[src/rtl/if_stage.sv]
// ---------------------------------------------------------------------------
// if_stage -- instruction-fetch stage of a 5-stage RV32I pipeline.
//
// Holds the fetch PC and issues one request at a time to instruction memory.
// The next PC is chosen from the NPCOp/target information of the instruction
// currently in EX. The stage drives the IF/ID pipeline register consumed by
// the decode stage. It also handles load-use stalls, redirect flushes and a
// variable-latency imem handshake.
//
// Ports:
//   clk            system clock, all state updates on the rising edge
//   rstn           asynchronous active-low reset
//   stall_i        hazard unit: hold PC and IF/ID (load-use)
//   npc_op_i[2:0]  NPCOp of the EX instruction: 000 +4, 001 branch taken,
//                  010 jal, 100 jalr (priority bit2 > bit1 > bit0)
//   pc_ex_i        PC of the EX instruction
//   imm_ex_i       extended immediate of the EX instruction
//   alu_ex_i       ALU result in EX (jalr target rs1+imm)
//   imem_req_o     fetch request
//   imem_addr_o    fetch address (always equals pc_o)
//   imem_rdata_i   fetched instruction, valid while imem_ready_i=1
//   imem_ready_i   response to the current request (same or later cycle)
//   pc_o           current fetch PC
//   if_id_pc_o     PC of the instruction held in IF/ID
//   if_id_inst_o   instruction held in IF/ID
//   if_id_valid_o  IF/ID holds a real instruction
// ---------------------------------------------------------------------------
module if_stage #(
  parameter logic [31:0] RESET_PC = 32'h0000_0000,
  parameter logic [31:0] NOP_INST = 32'h0000_0013
) (
  input  logic        clk,
  input  logic        rstn,
  input  logic        stall_i,
  input  logic [2:0]  npc_op_i,
  input  logic [31:0] pc_ex_i,
  input  logic [31:0] imm_ex_i,
  input  logic [31:0] alu_ex_i,
  output logic        imem_req_o,
  output logic [31:0] imem_addr_o,
  input  logic [31:0] imem_rdata_i,
  input  logic        imem_ready_i,
  output logic [31:0] pc_o,
  output logic [31:0] if_id_pc_o,
  output logic [31:0] if_id_inst_o,
  output logic        if_id_valid_o
);

  // RUN  : request outstanding for pc_q, results flow into IF/ID.
  // HOLD : a fetched word sits in the skid register while decode is stalled;
  //        no request is issued.
  // KILL : a wrong-path fetch is still in flight; its response is dropped
  //        and fetching resumes at the pending target.
  typedef enum logic [1:0] {
    ST_RUN  = 2'd0,
    ST_HOLD = 2'd1,
    ST_KILL = 2'd2
  } state_e;

  state_e      state_q, state_d;
  logic [31:0] pc_q, pc_d;
  logic [31:0] skid_q, skid_d;
  logic [31:0] pend_q, pend_d;
  logic [31:0] if_id_pc_q, if_id_pc_d;
  logic [31:0] if_id_inst_q, if_id_inst_d;
  logic        if_id_valid_q, if_id_valid_d;

  logic        redirect;
  logic [31:0] target_raw;
  logic [31:0] target;

  // Redirect target. Illegal encodings with several bits set resolve by
  // priority; the low two bits are cleared so the fetch stays word aligned.
  assign redirect = |npc_op_i;

  always_comb begin
    if (npc_op_i[2]) begin
      target_raw = alu_ex_i & ~32'h1;
    end else begin
      target_raw = pc_ex_i + imm_ex_i;
    end
    target = target_raw & 32'hFFFF_FFFC;
  end

  // Next-state and IF/ID update.
  always_comb begin
    // NOTE: every variable gets a hold value before the case statement so no
    // path leaves it unassigned, which would otherwise infer a latch.
    state_d       = state_q;
    pc_d          = pc_q;
    skid_d        = skid_q;
    pend_d        = pend_q;
    if_id_pc_d    = if_id_pc_q;
    if_id_inst_d  = if_id_inst_q;
    if_id_valid_d = if_id_valid_q;

    unique case (state_q)
      ST_RUN: begin
        if (redirect) begin
          // Flush wins over stall: the younger instruction is squashed.
          if_id_pc_d    = '0;
          if_id_inst_d  = NOP_INST;
          if_id_valid_d = 1'b0;
          if (imem_ready_i) begin
            pc_d = target;
          end else begin
            // Address must stay put until the stale response arrives.
            pend_d  = target;
            state_d = ST_KILL;
          end
        end else if (imem_ready_i) begin
          if (stall_i) begin
            skid_d  = imem_rdata_i;
            state_d = ST_HOLD;
          end else begin
            if_id_pc_d    = pc_q;
            if_id_inst_d  = imem_rdata_i;
            if_id_valid_d = 1'b1;
            pc_d          = pc_q + 32'd4;
          end
        end else if (!stall_i) begin
          if_id_pc_d    = '0;
          if_id_inst_d  = NOP_INST;
          if_id_valid_d = 1'b0;
        end
      end

      ST_HOLD: begin
        if (redirect) begin
          skid_d        = '0;
          pc_d          = target;
          if_id_pc_d    = '0;
          if_id_inst_d  = NOP_INST;
          if_id_valid_d = 1'b0;
          state_d       = ST_RUN;
        end else if (!stall_i) begin
          if_id_pc_d    = pc_q;
          if_id_inst_d  = skid_q;
          if_id_valid_d = 1'b1;
          pc_d          = pc_q + 32'd4;
          state_d       = ST_RUN;
        end
      end

      ST_KILL: begin
        // IF/ID was already bubbled on entry; keep it empty until the
        // correct-path fetch completes.
        if_id_pc_d    = '0;
        if_id_inst_d  = NOP_INST;
        if_id_valid_d = 1'b0;
        if (redirect) begin
          pend_d = target;
        end
        if (imem_ready_i) begin
          pc_d    = redirect ? target : pend_q;
          state_d = ST_RUN;
        end
      end

      default: begin
        state_d = ST_RUN;
      end
    endcase
  end

  // NOTE: sequential state uses non-blocking assignments so every register
  // samples the values from before this edge, independent of statement order.
  always_ff @(posedge clk or negedge rstn) begin
    if (!rstn) begin
      state_q       <= ST_RUN;
      pc_q          <= RESET_PC;
      skid_q        <= '0;
      pend_q        <= '0;
      if_id_pc_q    <= '0;
      if_id_inst_q  <= NOP_INST;
      if_id_valid_q <= 1'b0;
    end else begin
      state_q       <= state_d;
      pc_q          <= pc_d;
      skid_q        <= skid_d;
      pend_q        <= pend_d;
      if_id_pc_q    <= if_id_pc_d;
      if_id_inst_q  <= if_id_inst_d;
      if_id_valid_q <= if_id_valid_d;
    end
  end

  // Request is gated by reset so it drops immediately when rstn asserts.
  assign imem_req_o    = rstn && (state_q != ST_HOLD);
  assign imem_addr_o   = pc_q;
  assign pc_o          = pc_q;
  assign if_id_pc_o    = if_id_pc_q;
  assign if_id_inst_o  = if_id_inst_q;
  assign if_id_valid_o = if_id_valid_q;

endmodule

[config.mk]
export PLATFORM = sky130hd
export DESIGN_NAME = if_stage
export DESIGN_NICKNAME = d
export VERILOG_FILES = /design/src/rtl/if_stage.sv
export SDC_FILE = /design/constraint.sdc
export NUM_CORES = 1
export LEC_CHECK = 0
export BUFFER_PORTS_ARGS = -buffer_cell sky130_fd_sc_hd__buf_2
export CAP_MARGIN = 20
export CORE_AREA = 5 5 143 247
export CTS_CLUSTER_SIZE = 20
export DETAILED_ROUTE_END_ITERATION = 8
export DIE_AREA = 0 0 148 252
export HOLD_SLACK_MARGIN = 0.06
export SYNTH_ARGS = -nofsm -noshare
export SYNTH_HDL_FRONTEND = slang
export SYNTH_SLANG_ARGS = --single-unit
[constraint.sdc]
create_clock -name clk -period 2.6 [get_ports clk]
set_input_delay 0.52 -clock clk [delete_from_list [all_inputs] [get_ports clk]]
set_output_delay 0.52 -clock clk [all_outputs]
set_load 0.1 [all_outputs]
; ---- Word level (Yosys, flattened, before mapping)
; Index checks and enable logic that the tools add are counted.
[op_classes]
addsub = 2
n_eq_ne = 16
mux = 44
n_reduce_logical = 12
[op_table]
columns = operator, count
row1 = $mux 32, 25
row2 = $pmux 32 s3, 3
row3 = $pmux 32 s2, 2
row4 = $add 32x3->32 const B, 1
row5 = $add 32x32->32, 1
row6 = $ne 3x3->1 const B, 5
row7 = $mux 2, 7
row8 = $ne 2x2->1 const B, 7
row9 = $reduce_and 5->1, 2
row10 = $reduce_and 3->1, 3
row11 = $pmux 2 s3, 1
row12 = $mux 1, 5
row13 = $ne 4x4->1 const B, 1
row14 = $reduce_bool 2->1, 2
row15 = $pmux 1 s3, 1
row16 = $reduce_bool 3->1, 1
row17 = $reduce_or 3->1, 1
row18 = $eq 2x1->1 const B, 1
row19 = $eq 2x2->1 const B, 1
row20 = $logic_not 2->1, 1
row21 = $ne 2x1->1 const B, 1
row22 = $reduce_and 2->1, 1
row23 = $logic_and 1x1->1, 1
[totals]
register_bits = 163
in_bits = 135
output_inout_bits = 130
elab_cells = 81

; ---- Depth between registers and ports, before layout
; Gate-level depths: netlist of the first run.
[depth]
ltp_word = 5
ltp_mapped = 11
ltp_nobuf = 9

; ---- Least setup slack after synthesis of the first run
; No wires, ideal clock.
[synth_path]
path_kind = register to register
from = register pc_q[2] (netlist: imem_addr_o[2])
to = register pc_q[28] (netlist: imem_addr_o[28])
arrival_time_ns = 2.760
required_ns = 2.458
setup_slack_ns = -0.302
stages_incl_launch_ff = 10
period_less_slack_ns = 2.902
path_cell_list = dfrtp_1 ha_1 and3_1 nand2b_1 nor3_1 and2_1 nand3_1 xnor2_1 a222oi_1 a31oi_1
[synth_via]
elab_chain_len = 5
word_cells_on_any_way = 6
cone_classes = add/sub: 1 / mux: 5
[synth_lines]
columns = element, line_no
row1 = from (decl), 61  ; logic [31:0] pc_q, pc_d;
row2 = from (signal assigned), 179  ; pc_q <= pc_d;
row3 = $add 32x3->32 (*), "119, 140"
row4 = $mux 32 (*), "112, 136"
row5 = $mux 32, 111  ; end else if (imem_ready_i) begin
row6 = $mux 32, 99  ; if (redirect) begin
row7 = $pmux 32 s3 (*), 97  ; unique case (state_q)
; Mark *: on every way between the ends. The rest lies on a longest branch, timed or not. The select of a mux whose other input is x is not followed.
; A chain may end at the register's enable or synchronous reset.

; ---- Worst setup path in the final report of the first run
[layout_path]
from = input port imm_ex_i[22]
to = register pend_q[26]
[layout_via]
elab_chain_len = 5
word_cells_on_any_way = 6
cone_classes = add/sub: 1 / mux: 5
[layout_lines]
columns = element, line_no
row1 = from (decl), 37  ; input logic [31:0] imm_ex_i,
row2 = $add 32x32->32 (*), 80  ; target_raw = pc_ex_i + imm_ex_i;
row3 = $mux 32 (*), 77  ; if (npc_op_i[2]) begin
row4 = $mux 32, 104  ; if (imem_ready_i) begin
row5 = $mux 32, 99
row6 = $pmux 32 s2 (*), 97
row7 = to (signal assigned), 181  ; pend_q <= pend_d;
row8 = to (decl), 63  ; logic [31:0] pend_q, pend_d;
; Marked as above.

==> impl_results.md, run 1 <==
- EDFF count, synth: 0
- Pwr dens: 1090 mW/mm2
- Max incr delay on CP: 0.53 ns
- Combinational share of power: 0.538
- WL per Instance: 18.4 um
- Slew margin rel.: 0.393
- Worst path cell trace: buf_2, ha_4, nand4_1, or2_1, or4b_1, o22ai_4, nor2_2, xnor2_1, o21ai_1, mux2_2
- WHS: 0.260 ns
- Dpl cells: 1,763
- Family with the most delay on the worst path: simple AND/OR/NAND/NOR gates
- Final ANT Viol Nets: 0
- TritonCTS Buffers: 17
- Layout Nets: 1,549
- Clock power share: 0.171
- Worst endpoint required time: 2.93 ns
- First-pass iteration count of the detailed router: 5
- Fraction of layout cells with a size suffix above 1: 0.333
- CP max FO: 2
- Worst-margin pin slew: 0.910 ns
- Final cell count without fillers: 1,799
- DP Wirelength: 25,200 um
- Clock Tree Buf Depth: 2
- Vias: 9,253
- Initial antenna violation count: 3
- Total power: 14.0 mW
- CTS sink count: 163
- Final Skew: 0.00995 ns
- Critical Path Source Type: input port
- Area grow syn2layout: 30.7%
- Top_reg_cell synth: dfrtp_1
- Core Rows: 88
- Synth Warn #: 0
- Mapped Avg Cell Area: 8.97 um2
- Net switching power figure: 7.60 mW
- Fin. max-slew vios: 0
- CTS Hold Buffers Added: 0
- Core Box Area: 0.0329 mm2
- GRT overflow: 0
- Dpl ws: -0.585 ns
- Post-synthesis sequential area ratio: 0.418
- Vias per cell: 5.14
- Die area: 0.0373 mm2
- CP max stage cell: or4b_1
- Fill count: 3,349
- CP Capture Type: register
- Status: completed
- Global-route wire length before repair: 51,500 um
- Port bufs: 262
- #FFs+latches synth: 163
- Die Span X: 148 um
- Syn nets: 1,258
- Fmax: 0.407 GHz
- Max-cap check violation count: 0
- Clock Pin Slew Worst Setup and Hold Paths: 0.07 ns
- Die Height: 252 um
- Cell Int Power: 6.36 mW
- Vias in the first global route: 9,348
- Final Hold Vio Count: 0
- Io pins: 265
- Initial DRC Count: 435
- Crit path time final: 2.46 ns
- Largest net degree at the start of global routing: 164
- RePlAce Congestion: 0.858
- Synth area leader: dfrtp_1
- Maximum VDD drop: 0.00131 V
- Share of the synthesized area in the top cell type: 0.410
- Total GRT Usage: 0.174
- Final setup viols: 0
- Fin worst setup slack: 0.144 ns
- Worst Path Arrival: 2.78 ns
- Worst skew pair latency: 0.44 ns
- Sw Share: 0.544
- Sequential share of power: 0.290
- DRC Markers: 0
- Critical path buffers and inverters: 1
- Min-Delay Path Class: in -> async
- Clock Tree Root: clkbuf_16
- CTS tree: built
- Ys async rst share: 1.00
- Synth area leaders: dfrtp_1 41%, nand2_1 6.3%, o21ai_0 5.5%
- Unrepaired setup endpoints after global routing: no
- Initial core utilization: 0.296
- WL final: 33,000 um
- Htree depth: 4
- Yosys cell types: 68
- Reg2reg setup slack: 0.22 ns
- Kind of critical path: in -> reg
- LEAKAGE: 6.02 nW
- Synthesized area: 0.00976 mm2
- Syn Inst Count: 1,088
- Final worst-path cycle share: 0.945
-- cells in the mapped netlist, types with 7 or more instances --
master and instances:
nand2_1 164, o31ai_1 35, nand3_1 22, a21o_1 14, a21oi_1 44, nand4_1 8, nor2_1 51, o21bai_1 10
a31oi_1 11, o211ai_1 12, clkbuf_1 64, dfrtp_1 160, mux2i_1 18, inv_1 21, a22o_1 32, nand2b_1 39
a211oi_1 10, a22oi_1 32, xnor2_1 37, xor2_1 13, ha_1 35, nor3_1 13, and3_1 8, mux2_2 7
o21ai_0 107, buf_4 32
-- what timing repair did --
item                                    in CTS  in global routing
gates resized for setup                      1                  6
buffers inserted                             0                  1
endpoints found under the setup margin       3                 13
pin swaps                                    0                  4
-- metal layers --
layer,GRT usage,part of all wire,up-vias
met4,0.0713,0.028,2
li1,-,-,4482
met5,0,0.00039,-
met2,0.327,0.54,267
met1,0.190,0.39,4445
met3,0.0336,0.045,57
-- power by group through the flow --
stage / logic, mW / registers, mW / clock network, mW
2_1_floorplan: 4.06 / 5.85 / 0
3_3_place_gp: 7.45 / 4.05 / 0
3_5_place_dp: 7.51 / 4.09 / 0
4_1_cts: 7.54 / 4.04 / 2.46
5_1_grt: 7.97 / 4.15 / 2.58
6_report: 7.52 / 4.06 / 2.39
-- through the flow --
step           utilization  setup TNS [ns]  cell area [um2]
4_1_cts              0.386               0            12700
6_report             0.387               0            12800
3_5_place_dp         0.369          -12.60            12100
2_1_floorplan            -         -0.0265             9890
5_1_grt              0.387               0            12800
3_3_place_gp         0.369          -11.35            12100
-- kinds of logic (layout without fill, tap and decap cells) --
family | Yosys count | after routing | synth area share
simple gates | 336 | 336 | 0.159
mux | 25 | 25 | 0.0265
fa+ha+maj | 35 | 35 | 0.0449
buf+inv | 123 | 427 | 0.0600
compound gates | 356 | 356 | 0.246
xor+xnor | 50 | 50 | 0.0449
other cells | 0 | 2 | 0
flops | 163 | 163 | 0.418
-- cell usage in the layout, fill, tap and decap left out, types with 7 or more instances in the layout --
cell and count:
a211oi_1 9, a21o_1 14, a21oi_1 44, a22o_1 32, a22oi_1 32, a31oi_1 10, and3_1 8, buf_2 260
buf_4 105, clkbuf_16 17, dfrtp_1 142, dfrtp_2 18, ha_1 27, ha_4 8, inv_1 21, mux2_2 7
mux2i_1 18, nand2_1 163, nand2b_1 39, nand3_1 22, nand4_1 8, nor2_1 48, nor3_1 12, o211ai_1 12
o21ai_0 106, o21ai_1 7, o21bai_1 9, o31ai_1 34, xnor2_1 36, xor2_1 13
-- worst paths after layout --
check | startpoint | to | cells after the start
max in group asynchronous | rstn | imem_addr_o[17] | 2
min in group clk | imem_rdata_i[9] | skid_q[9] | 3
max | imm_ex_i[22] | pend_q[26] | 10
min reg2reg | if_id_inst_o[7] | if_id_inst_o[7] | 2
min | rstn | skid_q[0] | 2
max reg2reg | imem_addr_o[10] | imem_addr_o[28] | 8
-- sequential cells by signal, summed over array words and instances (netlist names) --
register,cells
if_id_pc_o,32
if_id_valid_o,1
skid_q,32
pend_q,32
imem_addr_o,32
state_q,2
if_id_inst_o,32
-- layout make-up --
cell class	instances	area, um2	area share
multi-input cells	802	5270	0.414
flip-flops and latches	163	4110	0.322
repair buffers	373	2240	0.175
well taps	405	507	0.0397
clock buffers	20	447	0.0350
clock inverters	12	97.6	0.00765
inverters	22	82.6	0.00648
diodes	2	5.00	0.000392
(Power assumes the default switching activity.)
==> run 2, diff against run 1 <==
- CTS_BUF_LIST: not set -> sky130_fd_sc_hd__clkbuf_4
- REMOVE_ABC_BUFFERS: not set -> 1
==> impl_results.md, run 2 (synthesis results as in run 1) <==
- WL per Instance: 17.7 um
- Fill count: 3,315
- DRC Markers: 0
- DP Wirelength: 24,700 um
- Clock Tree Buf Depth: 2
- Worst skew pair latency: 0.61 ns
- Die Span X: 148 um
- Dpl cells: 1,780
- Core Rows: 88
- Seq. cell area: 0.00408 mm2
- Worst endpoint required time: 3.16 ns
- Initial antenna violation count: 3
- Fraction of layout cells with a size suffix above 1: 0.319
- Vias in the first global route: 9,149
- TNS Setup: 0 ns
- Max-cap check violation count: 0
- Die area: 0.0373 mm2
- Vias per cell: 5.06
- Total power: 13.1 mW
- Initial DRC Count: 522
- Min-Delay Path Class: in -> reg
- Maximum VDD drop: 0.00130 V
- Critical Path Source Type: input port
- RePlAce Congestion: 0.877
- WHS: 0.170 ns
- Clock Tree Root: clkbuf_4
- Unrepaired setup endpoints after global routing: no
- Reg2reg setup slack: 0.23 ns
- Final instance area: 0.0125 mm2
- Fin. max-slew vios: 0
- Status: completed
- Gr busiest metal: met2
- Dpl ws: -0.550 ns
- Commonest cells after routing, fill and taps aside: 260 x buf_2, 163 x nand2_1, 160 x dfrtp_1
- Clock Pin Slew Worst Setup and Hold Paths: 0.15 ns
- Kind of critical path: in -> reg
- GRT overflow: 0
- Port bufs: 262
- Area of the multi-input gates: 0.00516 mm2
- Final core utilization: 0.379
- Pwr dens: 1050 mW/mm2
- Post-placement cell area: 0.0122 mm2
- Area grow syn2layout: 27.9%
- Core Box Area: 0.0329 mm2
- Layout Nets: 1,565
- Largest net degree at the start of global routing: 164
- Final cell count without fillers: 1,815
- LEAKAGE: 6.01 nW
- TritonCTS Buffers: 17
- GR met3 Demand/Resource: 0.0253
- Final ANT Viol Nets: 0
- CTS sink count: 163
- M1 GR Usage: 0.194
- Worst Path Arrival: 2.99 ns
- CTS tree: built
- Most common cell after layout, fill and taps aside: buf_2
- Fin worst setup slack: 0.164 ns
- Final worst-path cycle share: 0.937
- CP Capture Type: register
- Htree depth: 4
- Worst-margin pin slew: 1.02 ns
- Final Hold Vio Count: 0
- First-pass iteration count of the detailed router: 8
- WL final: 32,100 um
- Post-CTS Setup Repair Bufs: 0
- Die Height: 252 um
- Total GRT Usage: 0.169
- Crit path time final: 2.44 ns
- Initial core utilization: 0.296
- Slew margin rel.: 0.319
- Io pins: 265
- Final setup viols: 0
- CP max FO: 4
- Global-route wire length before repair: 50,200 um
- Final Skew: 0.0266 ns
- Met2 Track Usage GR: 0.308
- Vias: 9,187
- Fmax: 0.410 GHz
[run 2: changes by cell type in the layout (fill, tap and decap cells not counted), sizes merged, moves of 2 or more]
| cell | delta |
|---|---|
| buf | +15 |
| clkinv | +2 |
| clkinvlp | -2 |
| bufinv | +2 |
| clkbuf | -3 |
[run 2: per-layer routing]
layer | share of wire | vias up
li1 | - | 4506
met1 | 0.39 | 4349
met2 | 0.53 | 275
met3 | 0.039 | 57
met4 | 0.034 | 0
met5 | 0 | -
[run 2: final timing paths]
kind / start / end / depth (start not counted)
max in group asynchronous: rstn / imem_addr_o[4] / 3
min in group asynchronous: rstn / if_id_inst_o[2] / 3
hold reg to reg: if_id_inst_o[20] / if_id_inst_o[20] / 2
setup / recovery: pc_ex_i[2] / pend_q[23] / 11
hold / removal: imem_rdata_i[18] / skid_q[18] / 3
setup reg to reg: imem_addr_o[3] / imem_addr_o[28] / 9
[run 2: critical path: stages]
cell and delay (ns):
buf_2 0.10, ha_1 0.28, o21ai_0 0.14, a221oi_2 0.55, nor3_2 0.13, o21bai_1 0.33
buf_4 0.18, a21oi_1 0.08, a21boi_1 0.25, xor2_1 0.27, a21o_1 0.16
[run 2: report_power, final]
part	leakage [nW]	internal [mW]	switching (mW)
combinational	3.75	1.89	5.89
sequential	2.10	3.29	0.492
clock	0.154	0.581	0.997
total	6.01	5.76	7.38
[run 2: what timing repair did]
action                                 CTS  global route
resized for setup                        3             2
setup endpoints to repair                2             2
hold buffers                             1             0
endpoints found under the hold margin   50             0
[run 2: cell type report]
type / count / share of cell area
Multi-Input combinational cell: 802 / 0.413
Sequential cell: 163 / 0.327
Timing Repair Buffer: 389 / 0.189
Tap cell: 405 / 0.0406
Clock inverter: 15 / 0.0123
Clock buffer: 17 / 0.0102
Inverter: 22 / 0.00662
Antenna cell: 2 / 0.000401
